<file path="config.mk">
export PLATFORM = sky130hd
export DESIGN_NAME = led_pattern_ctrl
export DESIGN_NICKNAME = d
export VERILOG_FILES = /design/src/rtl/led_ctrl_pkg.sv /design/src/rtl/led_ch_engine.sv /design/src/rtl/led_pattern_ctrl.sv
export SDC_FILE = /design/constraint.sdc
export NUM_CORES = 1
export LEC_CHECK = 0
export CELL_PAD_IN_SITES_DETAIL_PLACEMENT = 1
export CELL_PAD_IN_SITES_GLOBAL_PLACEMENT = 2
export CORE_MARGIN = 1
export CORE_UTILIZATION = 40
export DETAILED_ROUTE_END_ITERATION = 8
export GPL_ROUTABILITY_DRIVEN = 0
export HOLD_SLACK_MARGIN = 0.02
export PLACE_DENSITY_LB_ADDON = 0.2
export SYNTH_ARGS = -nofsm -noshare
export SYNTH_HDL_FRONTEND = slang
export SYNTH_SLANG_ARGS = --single-unit
</file>
<file path="constraint.sdc">
create_clock -name clk -period 5 [get_ports clk]
set_clock_uncertainty 0.1 [all_clocks]
set_input_delay 0.5 -clock clk [delete_from_list [all_inputs] [get_ports clk]]
set_output_delay 0.5 -clock clk [all_outputs]
set_load 0.01 [all_outputs]
</file>
<file path="src/rtl/led_ctrl_pkg.sv">
// Shared mode encodings and command FSM state type for the LED pattern controller.
package led_ctrl_pkg;

   typedef logic [1:0] mode_t;

   localparam mode_t MODE_OFF    = 2'd0;
   localparam mode_t MODE_ON     = 2'd1;
   localparam mode_t MODE_BREATH = 2'd2;
   localparam mode_t MODE_BLINK  = 2'd3;

   typedef enum logic {
      ST_IDLE = 1'b0,
      ST_PEND = 1'b1
   } cmd_state_t;

endpackage

</file>
<file path="src/rtl/led_ch_engine.sv">
// One LED channel: mode/rate/level state, brightness stepping and the registered PWM compare.
module led_ch_engine
   import led_ctrl_pkg::*;
#(
   parameter int  PWM_MAX = 255,
   parameter int  RATE_W  = 4,
   localparam int LW      = $clog2(PWM_MAX + 1)
)(
   input  logic              clk,
   input  logic              rst,
   input  logic              tick,
   input  logic [LW-1:0]     pwm_cnt,
   input  logic              apply,
   input  logic [1:0]        new_mode,
   input  logic [RATE_W-1:0] new_rate,
   output logic              led,
   output logic              active
);

   localparam logic [LW-1:0] LVL_MAX  = LW'(PWM_MAX);
   localparam logic [LW-1:0] LVL_TURN = LW'(PWM_MAX - 1);
   localparam logic [LW:0]   FULL     = (LW + 1)'(PWM_MAX + 1);

   mode_t             mode;
   logic [RATE_W-1:0] rate;
   logic [RATE_W-1:0] presc;
   logic [LW-1:0]     level;
   logic              dir_down;
   logic              step;
   logic [LW:0]       duty;

   assign step = tick && (presc == rate);

   always_comb begin
      duty = '0;
      case (mode)
         MODE_BREATH: duty = {1'b0, level};
         MODE_BLINK:  duty = level[LW-1] ? '0 : FULL;
         default:     duty = '0;
      endcase
   end

   always_ff @(posedge clk or posedge rst) begin
      if (rst) begin
         mode     <= MODE_OFF;
         rate     <= '0;
         presc    <= '0;
         level    <= '0;
         dir_down <= 1'b0;
         led      <= 1'b0;
         active   <= 1'b0;
      end else begin
         // A command landing on a tick cycle restarts the channel; the tick is ignored here.
         if (apply) begin
            mode     <= new_mode;
            rate     <= new_rate;
            presc    <= '0;
            level    <= '0;
            dir_down <= 1'b0;
         end else if (tick) begin
            presc <= step ? '0 : presc + RATE_W'(1);
            if (step) begin
               case (mode)
                  MODE_BREATH: begin
                     if (!dir_down) begin
                        level <= level + LW'(1);
                        if (level == LVL_TURN) dir_down <= 1'b1;
                     end else begin
                        level <= level - LW'(1);
                        if (level == LW'(1)) dir_down <= 1'b0;
                     end
                  end
                  MODE_BLINK: level <= (level == LVL_MAX) ? '0 : level + LW'(1);
                  default:    level <= '0;
               endcase
            end
         end
         led    <= (mode == MODE_ON) || ((mode != MODE_OFF) && ({1'b0, pwm_cnt} < duty));
         active <= (mode != MODE_OFF);
      end
   end

endmodule

</file>
<file path="src/rtl/led_pattern_ctrl.sv">
// Multi-channel LED pattern controller: shared PWM frame counter and tick prescaler,
// a command FSM that defers each command to the next frame boundary, and one engine per channel.
module led_pattern_ctrl
   import led_ctrl_pkg::*;
#(
   parameter int  NUM_CH   = 4,
   parameter int  PWM_MAX  = 255,
   parameter int  TICK_DIV = 10000,
   parameter int  RATE_W   = 4,
   localparam int CH_W     = (NUM_CH > 1) ? $clog2(NUM_CH) : 1
)(
   input  logic              clk,
   input  logic              rst,
   input  logic              cmd_valid,
   output logic              cmd_ready,
   input  logic [CH_W-1:0]   cmd_ch,
   input  logic [1:0]        cmd_mode,
   input  logic [RATE_W-1:0] cmd_rate,
   output logic [NUM_CH-1:0] led,
   output logic [NUM_CH-1:0] ch_active,
   output logic              frame_sof
);

   localparam int            LW       = $clog2(PWM_MAX + 1);
   localparam int            TW       = $clog2(TICK_DIV);
   localparam logic [LW-1:0] PWM_TOP  = LW'(PWM_MAX);
   localparam logic [TW-1:0] TICK_TOP = TW'(TICK_DIV - 1);

   logic [LW-1:0]     pwm_cnt;
   logic [TW-1:0]     tick_cnt;
   logic              tick;
   logic              boundary;
   logic              apply;
   cmd_state_t        state;
   logic [CH_W-1:0]   pend_ch;
   logic [1:0]        pend_mode;
   logic [RATE_W-1:0] pend_rate;

   assign tick     = (tick_cnt == TICK_TOP);
   assign boundary = (pwm_cnt == PWM_TOP);
   assign apply    = (state == ST_PEND) && boundary;

   always_ff @(posedge clk or posedge rst) begin
      if (rst) begin
         pwm_cnt   <= '0;
         tick_cnt  <= '0;
         frame_sof <= 1'b0;
      end else begin
         pwm_cnt   <= boundary ? '0 : pwm_cnt + LW'(1);
         tick_cnt  <= tick ? '0 : tick_cnt + TW'(1);
         frame_sof <= (pwm_cnt == '0);
      end
   end

   always_ff @(posedge clk or posedge rst) begin
      if (rst) begin
         state     <= ST_IDLE;
         cmd_ready <= 1'b1;
         pend_ch   <= '0;
         pend_mode <= '0;
         pend_rate <= '0;
      end else begin
         case (state)
            ST_IDLE: begin
               if (cmd_valid && cmd_ready) begin
                  pend_ch   <= cmd_ch;
                  pend_mode <= cmd_mode;
                  pend_rate <= cmd_rate;
                  cmd_ready <= 1'b0;
                  state     <= ST_PEND;
               end
            end
            ST_PEND: begin
               if (boundary) begin
                  cmd_ready <= 1'b1;
                  state     <= ST_IDLE;
               end
            end
            default: begin
               cmd_ready <= 1'b1;
               state     <= ST_IDLE;
            end
         endcase
      end
   end

   // Out-of-range channel indices match no engine, so such commands simply evaporate.
   for (genvar gi = 0; gi < NUM_CH; gi++) begin : g_ch
      led_ch_engine #(
         .PWM_MAX (PWM_MAX),
         .RATE_W  (RATE_W)
      ) u_eng (
         .clk      (clk),
         .rst      (rst),
         .tick     (tick),
         .pwm_cnt  (pwm_cnt),
         .apply    (apply && (int'(pend_ch) == gi)),
         .new_mode (pend_mode),
         .new_rate (pend_rate),
         .led      (led[gi]),
         .active   (ch_active[gi])
      );
   end

endmodule
</file>
==> results of run 1 <==
## final timing paths
check | endpoint | depth (start not counted)
worst min register to register | tick_cnt[0] | 1
worst max register to register | g_ch[2].u_eng.rate[1] | 7
worst max-delay path | g_ch[2].u_eng.rate[1] | 7
min in group asynchronous | tick_cnt[12] | 2
worst min-delay path | tick_cnt[0] | 1
max in group asynchronous | cmd_ready | 3
## stage by stage
| stage | power [uW] | area [sq um] | utilization | setup WS, ns | cells |
|---|---|---|---|---|---|
| floorplan | 978.1 | 7586 | - | 1.301 | 843 |
| global placement | 994.8 | 7821 | 0.4281 | 2.076 | 1039 |
| detailed placement | 996.0 | 7821 | 0.4281 | 1.778 | 1039 |
| CTS | 2214 | 8397 | 0.4596 | 1.782 | 1068 |
| global route | 2258 | 8397 | 0.4596 | 1.503 | 1068 |
| finish | 2189 | 8397 | 0.4596 | 1.794 | 1068 |
## cells in the mapped netlist (6+ instances only)
cell type	n
nand2_1	130
dfrtp_1	116
nor2_1	52
ha_1	51
a21oi_1	42
nand3_1	37
xor2_1	32
clkbuf_1	28
nor3_1	28
o21ai_0	24
inv_1	22
and3_1	17
nand4_1	16
buf_2	15
mux2_2	15
a211oi_1	13
xnor2_1	13
and2_1	12
and4_1	12
buf_4	11
nand2b_1	10
nor2b_1	10
nor4_1	7
a31oi_1	6
nand4b_1	6
nor3b_1	6
o22ai_1	6
or3_1	6
## flip-flops by register name, summed over array words and instances (netlist names)
name and cells:
pwm_cnt 8, g_ch.u_eng.mode 8, g_ch.u_eng.rate 16, tick_cnt 14
g_ch.u_eng.presc 16, frame_sof 1, pend_mode 2, cmd_ready 1
pend_ch 2, pend_rate 4, state 1, g_ch.u_eng.dir_down 4
g_ch.u_eng.led 4, g_ch.u_eng.level 32, g_ch.u_eng.active 4
## power breakdown
part / switching, uW / internal (uW) / total, uW
Combinational: 21.2 / 8.01 / 29.3
Sequential: 0 / 948 / 948
Clock: 422 / 790 / 1210
Total: 443 / 1750 / 2190
## layer usage
layer	global-route usage	vias up	share of wire
met5	0	-	0
met4	0.09023	0	0.016
met3	0.03820	24	0.032
met2	0.4061	104	0.50
met1	0.2982	3279	0.45
li1	-	2984	-
## area by class of cell
class	count	area, sq um	share of cell area
repair buffers	24	230.2	0.02742
clock buffers	25	505.5	0.06020
multi-input cells	647	4290	0.5110
well taps	229	286.5	0.03412
inverters	22	85.08	0.01013
flip-flops and latches	117	2929	0.3488
clock inverters	4	70.07	0.008345
## cell families after synthesis
group	share of synthesized area
AOI/OAI and AO/OA	0.1306
xor gates and xnor gates	0.05195
adders and majority gates	0.08412
buffers and inverters	0.04898
DFF	0.3861
muxes	0.02622
and+or+nand+nor	0.2720
## critical path: cells and delay by family, from the launching register on
kind	cells	cell delay [ns]
muxes	1	0.38
adders and majority gates	1	0.25
and+or+nand+nor	4	1.55
DFF	1	0.51
buffers and inverters	1	0.29
==> metrics.txt, run 1 <==
Die Span Y=139.7 um; Slew @ Worst Pin=1.126 ns; worst hold-check path type=reg2reg; die area=19520 sq um; gr ovfl total=0; sequential cell area fraction in the yosys report=0.3861; Yosys top cell area share=0.3826; CP cell instances=ha_1 -> nand3_1 -> nor3_1 -> nand2_1 -> nor3b_2 -> buf_4 -> mux2_2; status=completed; DRT Wirelength=21.55 mm; antenna viol nets, final=0; crit end category=flop; CTS tree=built; hold-fix buffer count after cts=0; Setup TNS=0 ns; postcts setup bufs=0; number of synthesized register bits=117; arrival time worst endpoint=3.40 ns; post-synth cell types=72; most common cell after layout, fill and taps aside=nand2_1; CP Class=reg2reg; Power Density=260.7 nW/um^2; most frequent cells in the layout=130 x nand2_1, 116 x dfrtp_1, 52 x nor2_1; Worst setup startpoint=pwm_cnt[1]; post-route minimum period=3.206 ns; Clock Tree Root=clkbuf_16; maximum clock rate=311.9 MHz; detailed placer's ending HPWL=14.95 mm; post-synthesis cell area=7586 sq um; via count of the first global-routing pass=6896; Layout Nets=891; crit path max fanout=19; first-iteration detailed-routing DRC count=336; Cells after Synth=843; FFs w/ async S/R, synth=1.000; Overall Global Routing Usage=0.2367; # H-tree levels=4; maxcap violations=0; number of warnings issued by yosys=0; clk slew on worst S/H paths=0.06 ns; unrepaired setup endpoints after global routing=no; Crit path largest cell delay=0.95 ns; largest net degree at the start of global routing=69; reg-to-reg slack, setup=1.79 ns; hold path startpoint=tick_cnt[0]; Pre-Repair DR Iteration Count=4; layout filler cell count=2123; LEAKAGE=0.003747 uW; Critical Path Source Type=flop; port bufs=20; Final period util=0.6412; count of final hold-check violations=0; core box area=18270 sq um; syn_area_per_cell=8.999 sq um; I/O Pins=21; fraction of layout cells with a size suffix above 1=0.07747; WL/cell=20.17 um; first-pass GRT wire length=36.27 mm; RR Startpoint=pwm_cnt[1]; ANT cells=0; via count=6391; worst-case clock buffer depth=2; Syn Nets=905; Hold WS=0.3998 ns; Clock Latency Late Sink=0.41 ns; initial core utilization=0.4152; row count=49; Yosys top cell by area=dfrtp_1; slowest CP cell=nor3_1; Slew HR=0.2437; drt drc=0; peak supply drop=0.2082 mV; DIE WIDTH=139.7 um; ys flop type=dfrtp_1; antenna violations before repair=0; P&R area growth vs syn=10.69%; Post-synth EDFFs=0; CTS Buf Count=17; Worst Path Required=5.19 ns; post_cts resized=0; Vias/cell=5.984; Synth area leaders=dfrtp_1 38%, ha_1 8.4%, nand2_1 6.4%; final setup violation count=0; Slew Limit Fails=0; total clock sinks=117
Note: power is estimated with default switching activity, not from simulation.
==> run 2: changes to the inputs <==
- CORE_UTILIZATION: 40 -> 36
- clock period: 5 -> 2.9 ns (I/O delays scaled with it)
==> run 2 against run 1 <==
Compared with the run above: register-to-register slack worse by 1.5 ns; sequential power increased by 72%; total power rose by 76%; non-clock buffer count is 16 higher; largest power group unchanged; critical path type unchanged; sequential cell count unchanged; worst hold slack got worse by 0.15 ns; first-iteration DRC count shrank 13%.
==> metrics.txt, run 2 (synthesis gave the netlist of run 1 again) <==
Worst Reg2Reg Path Length in Cells=6 (was 7); row count=52 (was 49); initial core utilization=0.3713 (was 0.4152); status=completed (unchanged); RR Endpoint=g_ch[1].u_eng.led (was g_ch[2].u_eng.rate[1]); arrival time worst endpoint=2.85 ns (was 3.40 ns); DIE WIDTH=147.2 um (was 139.7 um); RR Startpoint=g_ch[1].u_eng.mode[1] (was pwm_cnt[1]); clk slew on worst S/H paths=0.06 ns (about the same); most common cell after layout, fill and taps aside=nand2_1 (unchanged); CP Class=reg2reg (unchanged); Setup TNS=0 ns (unchanged); antenna violations before repair=0 (unchanged); reg-to-reg slack, setup=0.32 ns (was 1.79 ns); Pwr Total=3843 uW (was 2189 uW); Clock Latency Late Sink=0.43 ns (was 0.41 ns); core box area=20430 sq um (was 18270 sq um); number of flip-flops in the largest register=32 (unchanged); largest net degree at the start of global routing=37 (was 69); Register Area=2929 sq um (unchanged); Critical Path Source Type=flop (unchanged); crit end category=flop (unchanged); Die Span Y=147.2 um (was 139.7 um); maximum clock rate=387.1 MHz (was 311.9 MHz); slack of the critical path=0.3164 ns (was 1.794 ns); via count=6385 (was 6391); Slew @ Worst Pin=0.7799 ns (was 1.126 ns); Final period util=0.8909 (was 0.6412); crit path max fanout=13 (was 19); final setup violation count=0 (unchanged); Largest regs=g_ch.u_eng.level: 32 flops, g_ch.u_eng.presc: 16 flops, g_ch.u_eng.rate: 16 flops (unchanged); first-pass GRT wire length=36.58 mm (was 36.27 mm); LEAKAGE=0.003836 uW (was 0.003747 uW); Slew HR=0.4790 (was 0.2437); fin util=0.4220 (was 0.4596); most flop-heavy register=g_ch.u_eng.level (unchanged); total clock sinks=117 (unchanged); worst hold-check path type=in2async (was reg2reg); DRT Wirelength=22.02 mm (was 21.55 mm); port bufs=20 (unchanged); gr ovfl total=0 (unchanged); multi-input logic area=4290 sq um (unchanged); ANT cells=0 (unchanged); worst slack at placement=0.3331 ns (was 1.778 ns); WL/cell=19.52 um (was 20.17 um); antenna viol nets, final=0 (unchanged); post_cts resized=0 (unchanged); postcts setup bufs=0 (unchanged); drt drc=0 (unchanged); unrepaired setup endpoints after global routing=no (unchanged); Overall Global Routing Usage=0.2160 (was 0.2367); maxcap violations=0 (unchanged); first-iteration detailed-routing DRC count=292 (was 336); Power Density=445.7 nW/um^2 (was 260.7 nW/um^2); via count of the first global-routing pass=6722 (was 6896); layout filler cell count=2344 (was 2123); peak supply drop=0.2998 mV (was 0.2082 mV); P&R area growth vs syn=13.64% (was 10.69%); count of final hold-check violations=0 (unchanged); CTS Buf Count=17 (unchanged); worst-case clock buffer depth=2 (unchanged); fraction of layout cells with a size suffix above 1=0.09790 (was 0.07747); Worst Path Required=3.17 ns (was 5.19 ns); Pre-Repair DR Iteration Count=4 (unchanged); Vias/cell=5.660 (was 5.984); Slew Limit Fails=0 (unchanged); post-route minimum period=2.584 ns (was 3.206 ns); detailed placer's ending HPWL=15.45 mm (was 14.95 mm); I/O Pins=21 (unchanged); # H-tree levels=4 (unchanged); most frequent cells in the layout=130 x nand2_1, 116 x dfrtp_1, 52 x nor2_1 (unchanged); CTS tree=built (unchanged); Layout Nets=907 (was 891); die area=21660 sq um (was 19520 sq um); hold-fix buffer count after cts=0 (unchanged); Clock Tree Root=clkbuf_16 (unchanged)
## run 2: cell count changes in the layout (fill, tap and decap cells not counted)
cell / change
buf_4: +13
clkinv_2: +1
clkinvlp_4: +4
inv_4: -1
clkbuf_8: -1
buf_12: +3
## run 2: final cells by class
class	instances	share of cell area
Clock buffer	24	0.05704
Clock inverter	8	0.01132
Inverter	22	0.01001
Multi-Input combinational cell	647	0.4977
Sequential cell	117	0.3398
Tap cell	270	0.03919
Timing Repair Buffer	40	0.04499
## run 2: how the worst max path moves through the flow
stage	startpoint	to	slack, ns
3_5_place_dp	g_ch[1].u_eng.mode[1]	g_ch[1].u_eng.led	0.33
5_1_grt	g_ch[1].u_eng.mode[1]	g_ch[1].u_eng.led	0.11
6_report	g_ch[1].u_eng.mode[1]	g_ch[1].u_eng.led	0.32
4_1_cts	g_ch[1].u_eng.mode[1]	g_ch[1].u_eng.led	0.29
2_1_floorplan	pwm_cnt[1]	g_ch[2].u_eng.mode[0]	0.84
3_3_place_gp	g_ch[1].u_eng.mode[1]	g_ch[1].u_eng.led	0.47
## run 2: routing by layer
metal	up-vias	global-route usage	part of all wire
met5	-	0	0
met4	0	0.08144	0.015
met3	30	0.03292	0.026
met2	88	0.3538	0.49
met1	3241	0.2868	0.47
li1	3026	-	-
## run 2: worst max-delay path, cell delays in order, from the launching register on
cell       delay (ns)
dfrtp_1          0.59
nor2b_1          0.57
nand2_1          0.13
ha_1             0.33
and3_1           0.19
a2111oi_0        0.42
a21o_1           0.18
## run 2: metrics by stage
step	hold slack, ns	instance area (sq um)	std cells
floorplan	0.3406	7590	843
global placement	0.3605	8031	1096
detailed placement	0.3789	8031	1096
CTS	0.2660	8621	1128
global route	0.3188	8621	1128
finish	0.2469	8621	1128
## run 2: report_power, final
| part | internal [uW] | switching, uW |
|---|---|---|
| clock network | 1350 | 800 |
| registers | 1630 | 0 |
| logic | 20.2 | 38.5 |
